==> src/rtl/sram_burst_arbiter.sv <==
// sram_burst_arbiter
// Two-port round-robin burst arbiter and address sequencer for a single-port
// scratch SRAM (combinational read, write committed on the rising edge).
// One client owns the SRAM at a time. One beat is issued per cycle from the
// latched base address. The address wraps modulo the SRAM depth.

module sram_burst_arbiter #(
  parameter int A = 7,   // SRAM address width, depth = 2**A words
  parameter int W = 16   // SRAM word width
) (
  input  logic             CLK,
  input  logic             RST,
  input  logic [1:0]       req,
  input  logic [1:0]       we,
  input  logic [2*A-1:0]   base,
  input  logic [2*A-1:0]   len,
  input  logic [2*W-1:0]   wdata,
  output logic [1:0]       grant,
  output logic [1:0]       wr_ready,
  output logic [W-1:0]     rd_data,
  output logic [1:0]       rd_valid,
  output logic [1:0]       done,
  output logic             busy,
  output logic [A-1:0]     sram_address,
  output logic [W-1:0]     sram_dataInput,
  output logic             sram_write,
  input  logic [W-1:0]     sram_dataOutput
);

  typedef enum logic {
    IDLE  = 1'b0,
    BURST = 1'b1
  } state_t;

  state_t         state;
  logic           owner;        // port that owns the current burst
  logic           last_served;  // port granted most recently
  logic           b_we;         // latched direction of the current burst
  logic [A-1:0]   b_len;        // latched burst length minus one
  logic [A-1:0]   idx;          // beat counter, 0..b_len
  logic [A-1:0]   cur_addr;     // address of the current beat; holds in IDLE
  logic           win;          // arbitration winner for this cycle
  logic [W-1:0]   owner_wdata;  // write data of the owning port
  logic           wr_beat;      // a write beat is being issued this cycle

  // Round-robin pick: a lone requester wins, a tie goes to the port not served last.
  always_comb begin
    // NOTE: assign a default before the case so no path leaves win unassigned and no latch is inferred.
    win = 1'b0;
    unique case (req)
      2'b01:   win = 1'b0;
      2'b10:   win = 1'b1;
      2'b11:   win = ~last_served;
      default: win = 1'b0;
    endcase
  end

  // Burst FSM: arbitrate in IDLE, step one beat per cycle in BURST, register all pulses.
  always_ff @(posedge CLK) begin
    // NOTE: sequential state is updated with non-blocking assignments only, so every register samples pre-edge values.
    if (RST) begin
      state       <= IDLE;
      owner       <= 1'b0;
      last_served <= 1'b1;   // favours port 0 after reset
      b_we        <= 1'b0;
      b_len       <= '0;
      idx         <= '0;
      cur_addr    <= '0;
      grant       <= 2'b00;
      rd_data     <= '0;
      rd_valid    <= 2'b00;
      done        <= 2'b00;
    end else begin
      grant    <= 2'b00;
      rd_valid <= 2'b00;
      done     <= 2'b00;
      unique case (state)
        IDLE: begin
          if (|req) begin
            state       <= BURST;
            owner       <= win;
            last_served <= win;
            b_we        <= we[win];
            b_len       <= len[win*A +: A];
            idx         <= '0;
            cur_addr    <= base[win*A +: A];
            grant       <= 2'b01 << win;
          end
        end
        BURST: begin
          // Read beats capture the combinational SRAM output for the next cycle.
          if (!b_we) begin
            rd_data  <= sram_dataOutput;
            rd_valid <= 2'b01 << owner;
          end
          if (idx == b_len) begin
            state <= IDLE;
            done  <= 2'b01 << owner;
          end else begin
            idx      <= idx + 1'b1;
            cur_addr <= cur_addr + 1'b1;   // natural wrap at 2**A
          end
        end
        default: state <= IDLE;
      endcase
    end
  end

  // SRAM side is decoded straight from the state registers.
  assign busy           = (state == BURST);
  assign wr_beat        = busy & b_we;
  assign owner_wdata    = wdata[owner*W +: W];
  assign sram_address   = cur_addr;
  // A beat that coincides with reset must not commit, so the strobe is gated by RST.
  assign sram_write     = wr_beat & ~RST;
  assign sram_dataInput = wr_beat ? owner_wdata : '0;
  assign wr_ready       = wr_beat ? (2'b01 << owner) : 2'b00;

endmodule

==> config.mk <==
export PLATFORM = sky130hd
export DESIGN_NAME = sram_burst_arbiter
export DESIGN_NICKNAME = d
export VERILOG_FILES = /design/src/rtl/sram_burst_arbiter.sv
export SDC_FILE = /design/constraint.sdc
export NUM_CORES = 1
export LEC_CHECK = 0
export ABC_AREA = 1
export CELL_PAD_IN_SITES_DETAIL_PLACEMENT = 0
export CELL_PAD_IN_SITES_GLOBAL_PLACEMENT = 1
export CORE_ASPECT_RATIO = 0.75
export CORE_MARGIN = 2
export CORE_UTILIZATION = 25
export CTS_CLUSTER_DIAMETER = 50
export CTS_CLUSTER_SIZE = 25
export DETAILED_ROUTE_END_ITERATION = 10
export PLACE_DENSITY = 0.76
export SLEW_MARGIN = 20
export SYNTH_ARGS = -nofsm -noshare
export SYNTH_HDL_FRONTEND = slang
export SYNTH_SLANG_ARGS = --single-unit
==> constraint.sdc <==
create_clock -name CLK -period 2.1 [get_ports CLK]
set_clock_uncertainty 0.2 [all_clocks]
set_input_delay 0.315 -clock CLK [delete_from_list [all_inputs] [get_ports CLK]]
set_output_delay 0.315 -clock CLK [all_outputs]
set_load 0.01 [all_outputs]
==> results.md, run 1 <==
Run status:
- The flow ran to the end, and the final reports show no timing, DRC or antenna violations.

STA:
- The normalized max-slew margin is about two thirds.
- The time the worst path needs with I/O delays and setup is between 2 and 2.5 ns.
- In the finished design, the share of the clock period the worst path needs comes to 96.11%.
- The transition time at the pin with the least slew margin is 0.4950 ns.
- Derived from the worst setup path, the maximum achievable clock frequency is 495.5 MHz.
- The number of hold violations in the final report is 0.
- The total negative slack is 0 ns.
- Setup repair after global routing could not meet its margin everywhere.
- The post-layout worst setup margin is around 0.082 ns.
- Setup violations remaining at the end of the flow were counted as 0.
- The final max-slew violation count is 0.

Worst setup path:
- The startpoint-to-endpoint class of the critical path is input pin to output pin.
- The critical path endpoint category is an output pin.
- STA classifies the critical path startpoint as an input pin.
- The arrival time at the worst endpoint is 1.50 ns.
- The path depth of the worst reg2reg path is 9.
- Data on the critical path is required at its endpoint by ~1.6 ns.
- Along the worst path, the maximum fanout reaches 2.

Final layout:
- Fill cells in the final layout number roughly 910.
- Relative to the synthesized area, the layout overhead comes to 72.82%.
- The area occupied by registers is 944.7 µm².
- In the final design database the tool counted between 500 and 600 nets.
- The number of antenna cells inserted is 0.
- The area used by multi-input combinational logic is 0.001237 mm².
- Cells with a size suffix above 1 make up 7.463% of the layout.

Die:
- about 130 I/O pins were placed.
- The die width is ~110 µm.
- The die covers about 0.010 mm².
- The core region is about 0.0090 mm².
- The row count is 30.
- Once the floorplan was initialized, standard cells occupied roughly a quarter of the core.
- The height of the die is ~87 µm.

Detailed routing:
- Once detail routing completed, the nets flagged for antenna violations numbered 0.
- The final layout contains routed wiring with a total length of 7813 µm.
- The wire length per cell is roughly 13 µm.
- The routed layout has approximately 2,600 vias.
- The count of TritonRoute iterations in the first routing pass is 4.
- The violation count after the first detailed-routing iteration is 91.
- The remaining design rule violation count is 0.
- After detailed routing, the number of vias per cell comes to roughly 4.5.

Global route:
- The global-route wire length before repair is ~12,000 µm.
- The overflow left after global routing is 0.
- Global routing used around 16% of the available tracks.
- The number of global-route vias before repair came to about 2,600.
- The initial antenna violation count is 0.
- Entering global routing, the biggest net connects 26 pins.

Clocking:
- The worst-skew pair later-pin latency is about 0.29 ns.
- The number of H-tree branching levels is 2.
- The number of clock buffers inserted by TritonCTS is 5.
- After clock tree synthesis, the clock-pin slew on the worst setup and hold paths is about 0.060 ns.
- The clock tree root buffer cell is clkbuf_16.
- The clock sink count is between 40 and 50.
- The number of buffers on the longest clock path is 2.
- TritonCTS built the clock tree.

Synthesis:
- After synthesis the cells add up to 0.002297 mm².
- The library cell with the largest summed area after synthesis is dfxtp_1.
- By area the synthesized netlist is led by dfxtp_1 (41%), nand2_1 (13%), nor2_1 (9.5%).
- The average instance in the mapped netlist occupies 7.004 µm².
- The distinct cell type count of the synthesized netlist is 27.
- The number of warnings issued by yosys is 0.
- For this run, the register share of the synthesized area comes to between 40% and 50%.
- The net count of the mapped netlist is about 400.
- The fraction of synthesized cell area taken by the top area cell type is between 40% and 50%.
- In the synthesized netlist, the number of instances is roughly 330.
- In this run, synthesis produced a sequential element count of 47.

Power:
- The maximum ir drop on the vdd rail is 0.3054 mV.
- The ratio of total power to cell area is roughly 650 mW/mm².
- The analysis attributes to cell leakage a power of 1.678 nW.

Worst hold path:
- Counting instances, the worst hold path has a depth of 1.
- The type of the most critical hold path is flip-flop to flip-flop.

Placement:
- Routability-driven placement finished with a final weighted congestion of 0.8211.
- The count of buffers added on input and output ports is between 100 and 150.
- The worst slack at placement is -0.2745 ns.
- The HPWL after detailed placement is around 5800 µm.

Job:
- Across the run, the number of max-cap violations was 0.
-- repair_timing --
action	CTS	global route
hold buffers	0	0
resized for setup	30	5
setup buffers	0	0
endpoints found under the setup margin	34	22
gates cloned	2	0
-- layer usage --
layer / GRT usage (%) / part of all wire [%] / wire [µm]
met1: 21.10 / 48 / 3740
met2: 25.50 / 45 / 3526
met3: 4.315 / 6.1 / 473
met4: 3.104 / 0.92 / 72
met5: 0 / 0 / 0
-- cell families after synthesis --
group | after synthesis | synth area share (%)
compound gates | 78 | 21.51
xor+xnor | 3 | 1.144
fa+ha+maj | 2 | 1.089
buf+inv | 36 | 6.427
flops | 47 | 40.96
simple gates | 162 | 28.87
-- metrics by stage --
step                      std cells  util [%]  area (µm²)  hold WS [ns]  power (mW)
final                           581     44.25        3970        0.2706       2.575
after global routing            581     44.25        3970        0.2975       2.737
after CTS                       581     44.09        3955        0.2717       2.602
after detailed placement        571     42.20        3786        0.2623       1.809
after global placement          571     42.20        3786        0.2616       1.806
after floorplan                 328         -        2297        0.2374       1.385
-- cells in the final DEF (no fill, tap or decap), drive strengths merged --
cell type      synthesis  layout
clkbuf                10       5
inv                   22      22
o22ai                  4       4
clkdlybuf4s50          0     112
buf                    4      17
or3                    1       1
clkdlybuf4s15          0       2
o21bai                 9       9
o21ai                 32      32
nor2                  59      59
o2bb2ai                1       1
a31oi                  1       1
dlygate4sd2            0      16
nor3                   6       6
nand3b                 3       3
nand2                 78      78
clkinv                 0       1
xor2                   1       1
nand3                 15      15
xnor2                  2       2
a22o                  16      16
dfxtp                 47      47
ha                     2       2
a21oi                 15      15
clkinvlp               0       2
-- critical path, cell delays in order --
cell and delay (ns):
clkdlybuf4s50_1 0.48, nor2_1 0.14, clkdlybuf4s50_1 0.57
-- sequential cells by signal, summed over array words and instances, names as in the netlist, 2 cells and up --
name	flops
rd_data	16
idx	7
rd_valid	2
sram_address	7
b_len	7
grant	2
done	2
-- synth_stat cells, drive strengths merged --
cell / instances
buf: 4
o2bb2ai: 1
xor2: 1
ha: 2
nor2: 59
a22o: 16
a21oi: 15
xnor2: 2
nand3: 15
clkbuf: 10
o22ai: 4
nor3: 6
dfxtp: 47
nand2: 78
a31oi: 1
o21bai: 9
or3: 1
nand3b: 3
inv: 22
o21ai: 32
-- path summary, 6_finish.rpt --
check,from,end,slack (ns)
hold reg to reg,owner,done[0],0.27
setup / recovery,RST,sram_write,0.08
hold / removal,owner,done[0],0.27
setup reg to reg,busy,sram_address[4],0.24
-- area by class of cell --
cell class / count / area share (%)
clock inverter: 3 / 0.5043
sequential: 47 / 23.79
tap: 112 / 3.530
timing repair buffer: 147 / 35.77
clock buffer: 5 / 3.152
multi-input combinational: 245 / 31.17
inverter: 22 / 2.080
-- power by group --
part | switching [mW] | leakage, nW | internal (mW) | total [mW]
Combinational | 0.340 | 1.23 | 0.402 | 0.742
Sequential | 0.0676 | 0.387 | 0.982 | 1.05
Clock | 0.344 | 0.0658 | 0.439 | 0.783
Total | 0.752 | 1.68 | 1.82 | 2.57
Note: power is estimated with default switching activity, not from simulation.
==> run 2, diff against run 1 <==
- CAP_MARGIN: not set -> 30
==> results of run 2 <==
Final layout, timing and power as in run 1 (identical DEF).
